## config.mk

```make
export PLATFORM = sky130hd
export DESIGN_NAME = binary_row_packer_flat
export DESIGN_NICKNAME = d
export VERILOG_FILES = /design/src/rtl/binary_row_packer_if.sv /design/src/rtl/binary_row_packer.sv /design/src/flat_wrapper.sv
export SDC_FILE = /design/constraint.sdc
export NUM_CORES = 1
export LEC_CHECK = 0
export ABC_AREA = 1
export CAP_MARGIN = 25
export CORE_MARGIN = 2
export CORE_UTILIZATION = 25
export DETAILED_ROUTE_END_ITERATION = 8
export GPL_TIMING_DRIVEN = 0
export PLACE_DENSITY = 0.39
export SYNTH_ARGS = -nofsm -noshare
export SYNTH_HDL_FRONTEND = slang
export SYNTH_SLANG_ARGS = --single-unit
```

## constraint.sdc

```tcl
create_clock -name clk -period 2.85 [get_ports clk]
set_clock_uncertainty 0.15 [all_clocks]
set_input_delay 0.57 -clock clk [delete_from_list [all_inputs] [get_ports clk]]
set_output_delay 0.57 -clock clk [all_outputs]
set_load 0.01 [all_outputs]
```

## src/rtl/binary_row_packer_if.sv

```systemverilog
// Pixel-in / byte-out bus of the binary row packer.
// The packer uses the slave modport; the pixel source and byte consumer use the master modport.
interface binary_row_packer_if;
    logic       frame_start;
    logic       pixel_valid;
    logic       pixel_in;
    logic       byte_valid;
    logic       byte_ready;
    logic [7:0] byte_data;
    logic       byte_row_last;
    logic       byte_frame_last;
    logic       overflow;

    modport master (
        output frame_start, pixel_valid, pixel_in, byte_ready,
        input  byte_valid, byte_data, byte_row_last, byte_frame_last, overflow
    );

    modport slave (
        input  frame_start, pixel_valid, pixel_in, byte_ready,
        output byte_valid, byte_data, byte_row_last, byte_frame_last, overflow
    );
endinterface

```

## src/rtl/binary_row_packer.sv

```systemverilog
// Packs a raster 1-bit pixel stream into byte-aligned row bytes tagged with row/frame ends.
// The bytes go through a small first-word-fall-through FIFO that drops bytes when full.
module binary_row_packer #(
    parameter int IMG_WIDTH  = 640,
    parameter int IMG_HEIGHT = 480,
    parameter int FIFO_DEPTH = 4,
    parameter int MSB_FIRST  = 1
) (
    input  logic                clk,
    input  logic                rst_n,
    binary_row_packer_if.slave  bus
);
    localparam int CW = (IMG_WIDTH  > 1) ? $clog2(IMG_WIDTH)  : 1;
    localparam int RW = (IMG_HEIGHT > 1) ? $clog2(IMG_HEIGHT) : 1;
    localparam int PW = $clog2(FIFO_DEPTH);
    localparam logic [CW-1:0] COL_MAX = CW'(IMG_WIDTH - 1);
    localparam logic [RW-1:0] ROW_MAX = RW'(IMG_HEIGHT - 1);

    logic [CW-1:0] r_col;
    logic [RW-1:0] r_row;
    logic [2:0]    r_bit_cnt;
    logic [7:0]    r_shift;
    logic [9:0]    r_fifo [FIFO_DEPTH];
    logic [PW:0]   r_wr_ptr;
    logic [PW:0]   r_rd_ptr;
    logic          r_overflow;

    logic [CW-1:0] w_col_cur;
    logic [RW-1:0] w_row_cur;
    logic [2:0]    w_bit_cur;
    logic [2:0]    w_pos;
    logic [7:0]    w_shift_base;
    logic [7:0]    w_byte;
    logic          w_col_last;
    logic          w_frame_last;
    logic          w_close;
    logic          w_empty;
    logic          w_full;
    logic          w_pop;
    logic          w_push;
    logic          w_drop;
    logic [9:0]    w_head;

    function automatic logic [7:0] place_bit(input logic [7:0] base, input logic p,
                                             input logic [2:0] pos);
        return base | (8'(p) << pos);
    endfunction

    // frame_start makes a same-cycle pixel land at (0,0) with an empty partial byte
    always_comb begin
        w_col_cur    = bus.frame_start ? '0 : r_col;
        w_row_cur    = bus.frame_start ? '0 : r_row;
        w_bit_cur    = bus.frame_start ? 3'd0 : r_bit_cnt;
        w_shift_base = bus.frame_start ? 8'd0 : r_shift;
        w_pos        = (MSB_FIRST != 0) ? (3'd7 - w_bit_cur) : w_bit_cur;
        w_byte       = place_bit(w_shift_base, bus.pixel_in, w_pos);
        w_col_last   = (w_col_cur == COL_MAX);
        w_frame_last = w_col_last && (w_row_cur == ROW_MAX);
        w_close      = bus.pixel_valid && ((w_bit_cur == 3'd7) || w_col_last);
        w_empty      = (r_wr_ptr == r_rd_ptr);
        w_full       = (r_wr_ptr[PW] != r_rd_ptr[PW]) &&
                       (r_wr_ptr[PW-1:0] == r_rd_ptr[PW-1:0]);
        w_pop        = !w_empty && bus.byte_ready;
        w_push       = w_close && (!w_full || w_pop);
        w_drop       = w_close && w_full && !w_pop;
        w_head       = w_empty ? 10'd0 : r_fifo[r_rd_ptr[PW-1:0]];
    end

    assign bus.byte_valid      = !w_empty;
    assign bus.byte_data       = w_head[7:0];
    assign bus.byte_row_last   = w_head[8];
    assign bus.byte_frame_last = w_head[9];
    assign bus.overflow        = r_overflow;

    always_ff @(posedge clk) begin
        if (!rst_n) begin
            r_col     <= '0;
            r_row     <= '0;
            r_bit_cnt <= 3'd0;
            r_shift   <= 8'd0;
        end else if (bus.pixel_valid) begin
            r_bit_cnt <= w_close ? 3'd0 : (w_bit_cur + 3'd1);
            r_shift   <= w_close ? 8'd0 : w_byte;
            r_col     <= w_col_last ? '0 : (w_col_cur + 1'b1);
            if (!w_col_last)
                r_row <= w_row_cur;
            else
                r_row <= (w_row_cur == ROW_MAX) ? '0 : (w_row_cur + 1'b1);
        end else if (bus.frame_start) begin
            r_col     <= '0;
            r_row     <= '0;
            r_bit_cnt <= 3'd0;
            r_shift   <= 8'd0;
        end
    end

    // Dropped bytes still advance the counters above, so tags stay aligned
    always_ff @(posedge clk) begin
        if (!rst_n) begin
            r_wr_ptr   <= '0;
            r_rd_ptr   <= '0;
            r_overflow <= 1'b0;
        end else begin
            if (w_push)
                r_wr_ptr <= r_wr_ptr + 1'b1;
            if (w_pop)
                r_rd_ptr <= r_rd_ptr + 1'b1;
            if (w_drop)
                r_overflow <= 1'b1;
            else if (bus.frame_start)
                r_overflow <= 1'b0;
        end
    end

    always_ff @(posedge clk) begin
        if (w_push)
            r_fifo[r_wr_ptr[PW-1:0]] <= {w_frame_last, w_col_last, w_byte};
    end
endmodule

```

## src/flat_wrapper.sv

```systemverilog
// flat-port wrapper written by rule: the top's interface ports become plain ports
module binary_row_packer_flat 
#(
    parameter int IMG_WIDTH  = 640,
    parameter int IMG_HEIGHT = 480,
    parameter int FIFO_DEPTH = 4,
    parameter int MSB_FIRST  = 1
)
  (clk, rst_n, bus_frame_start, bus_pixel_valid, bus_pixel_in, bus_byte_ready, bus_byte_valid, bus_byte_data, bus_byte_row_last, bus_byte_frame_last, bus_overflow);
  binary_row_packer_if bus_i ();
  input  logic clk;
  input  logic rst_n;
  input wire logic [$bits(bus_i.frame_start)-1:0] bus_frame_start;
  input wire logic [$bits(bus_i.pixel_valid)-1:0] bus_pixel_valid;
  input wire logic [$bits(bus_i.pixel_in)-1:0] bus_pixel_in;
  input wire logic [$bits(bus_i.byte_ready)-1:0] bus_byte_ready;
  output wire logic [$bits(bus_i.byte_valid)-1:0] bus_byte_valid;
  output wire logic [$bits(bus_i.byte_data)-1:0] bus_byte_data;
  output wire logic [$bits(bus_i.byte_row_last)-1:0] bus_byte_row_last;
  output wire logic [$bits(bus_i.byte_frame_last)-1:0] bus_byte_frame_last;
  output wire logic [$bits(bus_i.overflow)-1:0] bus_overflow;
  assign bus_i.frame_start = bus_frame_start;
  assign bus_i.pixel_valid = bus_pixel_valid;
  assign bus_i.pixel_in = bus_pixel_in;
  assign bus_i.byte_ready = bus_byte_ready;
  assign bus_byte_valid = bus_i.byte_valid;
  assign bus_byte_data = bus_i.byte_data;
  assign bus_byte_row_last = bus_i.byte_row_last;
  assign bus_byte_frame_last = bus_i.byte_frame_last;
  assign bus_overflow = bus_i.overflow;
  binary_row_packer #(.IMG_WIDTH(IMG_WIDTH), .IMG_HEIGHT(IMG_HEIGHT), .FIFO_DEPTH(FIFO_DEPTH), .MSB_FIRST(MSB_FIRST)) u_core (.clk(clk), .rst_n(rst_n), .bus(bus_i));
endmodule
```

== Yosys cells after proc, flatten, opt, wreduce, memory -nomap -nowiden ==
Memory sizes are Yosys's and may differ from the RTL's. A register that Yosys moved wholly into a read port is not among the register bits.
Index checks and enable logic that the tools add are counted.
Storage, ports and cells
  memories kept: 1
  bits in latches: 0
  memory bits (read-only): 0
  output and inout bits: 12
  flip-flop bits (word level): 37
  word-level logic and storage cells: 55
  RAM bits: 40
  input bits: 6
Memory list
  u_core.r_fifo: words 4, width 10, rd ports 1, clocked after memory_dff 1, write ports 1, RTL line binary_row_packer.sv:23  | logic [9:0] r_fifo [FIFO_DEPTH];
Operators by class
  add/subtract/negate cells: 6
  shift operators: 1
  equality and inequality tests: 6
  div/mod/pow operators: 0
  multiplexer cells: 20
  multipliers: 0
  reductions and logical operators: 13
  bitwise logic cells: 1
  order comparisons: 0
Operators with widths (count)
  10-bit 2-to-1 mux: 4
  9-bit 2-to-1 mux: 4
  8-bit 2-to-1 mux: 3
  10-bit by 1-bit adder with 10-bit output (second input constant): 1
  10-bit equality test (second input constant): 1
  3-bit by 1-bit adder with 3-bit output (second input constant): 3
  9-bit by 1-bit adder with 9-bit output (second input constant): 1
  9-bit equality test (second input constant): 1
  3-bit 2-to-1 mux: 3
  8-bit OR: 1
  1-bit by 3-bit left shift with 8-bit output: 1
  1-bit logical AND: 7
  1-bit 2-to-1 mux: 4
  2-bit 2-to-1 mux: 2
  3-bit equality test: 1
  3-bit equality test (second input constant): 1
  1-bit zero test: 3
  3-bit subtractor (first input constant): 1
  2-bit equality test: 1
  1-bit logical OR: 2
  2-bit nonzero test: 1
  1-bit inequality test: 1

== Longest topological paths before layout ==
  depth after elaboration: 7
  gate-level depth with buffers: 15
  gate-level depth less buffers: 13

== Worst setup path before layout ==
Ideal clock, no wire load.
  kind: input to register
  start: input port bus_frame_start
  end: memory u_core.r_fifo[0][0] (enable)
  cell stages on the path: 12
  arrival: 2374 ps
  buffers on the path: 2
  required time: 2324 ps
  library setup time: 376 ps
  slack: -50 ps
  cells stage by stage: inv_2 buf_6 buf_2 nand2_1 inv_1 ha_1 nand2_1 nor2_1 nand3_4 nand2_1 nand3_1 nor2_1
On the way
  word-level cells in the longest chain between the ends: 7
  elaborated cells between the ends (all ways): 9
  those cells by class: eq/ne: 2; mux: 4; reduce/logical: 3
Ends and longest elaborated chain
  start: declaration: RTL line flat_wrapper.sv:13  | input wire logic [$bits(bus_i.frame_start)-1:0] bus_frame_start;
  10-bit 2-to-1 mux or 3-bit 2-to-1 mux (tied branches)
  10-bit equality test or 3-bit equality test (tied branches): RTL line binary_row_packer.sv:57, binary_row_packer.sv:59
  1-bit logical OR *: RTL line binary_row_packer.sv:59  | w_close = bus.pixel_valid && ((w_bit_cur == 3'd7) || w_col_last);
  1-bit logical AND *: RTL line binary_row_packer.sv:59
  1-bit logical AND *: RTL line binary_row_packer.sv:64  | w_push = w_close && (!w_full || w_pop);
  1-bit 2-to-1 mux *: RTL line binary_row_packer.sv:116  | if (w_push)
  1-bit 2-to-1 mux (not written as such) *: RTL line binary_row_packer.sv:117  | r_fifo[r_wr_ptr[PW-1:0]] <= {w_frame_last, w_col_last, w_byte};
  end: declaration: RTL line binary_row_packer.sv:23
Every way passes the cells marked *; elsewhere a longest branch is shown, timed or not.

== Worst setup path in the final report ==
  start: input port bus_frame_start
  end: memory u_core.r_fifo[1][8] (enable)
The elaborated chain is that of the path after synthesis.

==> impl_metrics.py <==
metrics = {
    "timing": {
        "maxSlewHeadroom_pct": 58.1,
        "tightest_slew_ps": 622,
        "final.setup.worst_slack_ps": 173,
        "fmax_ghz": 0.374,
        "finalCriticalPeriod_ps": 2680,
        "fin_crit_sh_pct": 93.9,
        "rsz0062_at_grt": "no",
        "finalHoldViolCount": 0,
        "setup_viol": 0,
        "finalMaxSlewViolations": 0,
    },
    "grt": {
        "grt_start_max_net_pins": 16,
        "grt.met2_usage_pct": 21.5,
        "grt-ovfl-total": 0,
        "gr-usage-met1_pct": 14.8,
        "antenna_found_initial": 0,
        "grt_busiest_layer": "met2",
        "track_usage_pct": 12.3,
        "use_met3_pct": 2.93,
        "grt_pass1_wl_um": 15100,
        "grt_pass1_vias": 2955,
    },
    "place": {
        "place_inst": 638,
        "hpwl_um": 6410,
        "dp_slack_ps": -1320,
        "numPortBuffers": 17,
        "placed_area_sq_um": 4150,
        "place_congestion": 0.744,
    },
    "yosys": {
        "syn_area_sq_um": 3710,
        "seq_area_frac_synth_pct": 53.4,
        "ys_warn_count": 0,
        "synth-seq-cells": 79,
        "yosysUniqueCellTypes": 35,
        "async_flop_share_pct": 0,
        "synth_edf_count": 40,
        "synth_fp_nets": 449,
        "ys.flop_type": "edfxtp_1",
        "avgSynthCellArea_sq_um": 8.56,
        "synth_cells": 434,
    },
    "power_and_ir_drop": {
        "irDropWorstVdd_v": 0.000201,
        "leakage_nw": 1.80,
        "powerDensity_nw_per_um2": 543,
    },
    "clock_tree": {
        "cts.sinks": 79,
        "htreeDepth": 3,
        "cts.path.max_buffers": 2,
        "cts_hold_buf": 0,
        "root_buffer": "clkbuf_16",
        "cts_buffers": 9,
        "clkTransAtPathRegs_ps": 60,
        "clock_latency_ps": 340,
        "cts_tree": "yes",
    },
    "setup_path": {
        "end_kind": "flop",
        "path_cells": "clkdlybuf4s50_1, inv_2, buf_8, buf_8, nand2_1, inv_2, ha_4, nand2_1, nor2_2, nand3_4, nand2_2, nand3_4, nor2_4, buf_6",
        "required_ps": 2760,
        "worstPathArrival_ps": 2590,
        "critPathSlowestCell": "clkdlybuf4s50_1",
        "cp-start-kind": "input port",
        "crit_buf_inv": 6,
        "worst-setup-path-type": "in2reg",
        "slowest_delay_ps": 430,
        "worstPathMaxFanout": 10,
        "r2r_slack_ps": 900,
        "path_delay_family": "buffers and inverters",
    },
    "cells_and_area": {
        "final_util_pct": 32.3,
        "antennaDiodeCount": 0,
        "final_common_cell": "nand2_1",
        "drive_above_1_share_pct": 16.9,
        "nets": 495,
        "layout_common_cells": "nand2_1 (69), nor2_1 (65), inv_1 (53)",
        "fin_area_sq_um": 4690,
        "instances_no_fill": 669,
        "area_growth_pct": 26.3,
    },
    "floorplanning": {
        "rows": 44,
        "die-area_sq_um": 15800,
        "core_area_sq_um": 14500,
        "start_util_pct": 25.6,
        "die_x_um": 126,
        "ioPinCount": 18,
        "fp.dieH_um": 126,
    },
    "hold_path": {
        "hp-class": "reg2reg",
    },
    "detailed_routing": {
        "antenna_left": 0,
        "dr.pass1.iters": 4,
        "wl_per_cell_um": 13.6,
        "via_per_inst": 4.44,
        "drc": 0,
        "drt_first_iter_violations": 158,
        "drt-total-wl_um": 9120,
        "vias": 2969,
    },
    "outcome": {
        "status": "complete, no violations",
    },
    "run": {
        "maxCapViolCount": 0,
    },
}
## cell families (layout without fill, tap and decap cells)
logic type	Yosys count	in the layout	share of synthesized area, %
simple gates	193	193	22.6
flops	79	79	53.4
buf+inv	75	126	7.95
compound gates	72	72	11.6
fa+ha+maj	9	9	3.03
xor+xnor	6	6	1.42
## power by group
part	internal [mW]	switching, mW
Clock	0.597	0.494
Combinational	0.103	0.149
Sequential	1.20	0.00747
Total	1.90	0.650
## path summary, 6_finish.rpt
check / from / to / cells past startpoint
setup / recovery: bus_frame_start / u_core.r_fifo[1][8] / 14
setup reg to reg: u_core.r_bit_cnt[1] / u_core.r_fifo[1][8] / 9
hold reg to reg: u_core.bus.overflow / u_core.bus.overflow / 2
hold / removal: u_core.bus.overflow / u_core.bus.overflow / 2
## cells in the mapped netlist, drive strengths merged, types with 2 or more instances
| cell type | n | share of area, % |
|---|---|---|
| nand2 | 78 | 8.2 |
| inv | 58 | 5.9 |
| clkbuf | 12 | 1.2 |
| o21ai | 29 | 3.9 |
| edfxtp | 40 | 32 |
| nor3 | 2 | 0.40 |
| o22ai | 5 | 1.0 |
| xor2 | 5 | 1.2 |
| nor2 | 79 | 8.7 |
| nand4 | 12 | 2.0 |
| a21oi | 23 | 3.2 |
| ha | 9 | 3.0 |
| nand3 | 21 | 3.2 |
| dfxtp | 39 | 21 |
| o32ai | 10 | 2.4 |
| buf | 4 | 0.77 |
## layout make-up
class | instances | area, sq um
inverter | 59 | 221
sequential | 79 | 1980
multi-input combinational | 280 | 1530
timing repair buffer | 35 | 342
clock buffer | 9 | 225
buffer | 16 | 108
tap | 184 | 230
fill | 1584 | 9840
clock inverter | 7 | 55.1
## timing repair
action                     CTS  global route
pin swaps                    5             6
setup endpoints to repair   70            72
resized for setup           23            24
buffers inserted             7             8
## routing by layer
metal / share of wire (%) / routed length (um) / vias up
met5: 0 / 0 / -
met4: 1.2 / 108 / 0
met3: 2.6 / 236 / 7
met2: 49 / 4450 / 28
met1: 47 / 4320 / 1399
li1: - / - / 1535
## sequential cells by signal, indices dropped and copies added, names as in the netlist, named ones only
register and flops:
u_core.r_fifo 40, u_core.r_col 10, u_core.r_row 9, u_core.r_shift 8, u_core.r_bit_cnt 3, u_core.r_rd_ptr 3, u_core.r_wr_ptr 3, u_core.bus.overflow 1
## per-stage QoR
step	TNS (ps)	hold WS, ps	power [mW]
final	0	315	2.55
after global routing	0	334	2.66
after CTS	0	325	2.57
after detailed placement	-59800	318	1.46
after global placement	-68040	312	1.46
after floorplan	-2000	303	1.36
## tightest hold or removal path: stages, from the launching register on
cell and delay, ps:
dfxtp_1 310, nand2_1 60, a21oi_1 50
Note: power is estimated with default switching activity, not from simulation.
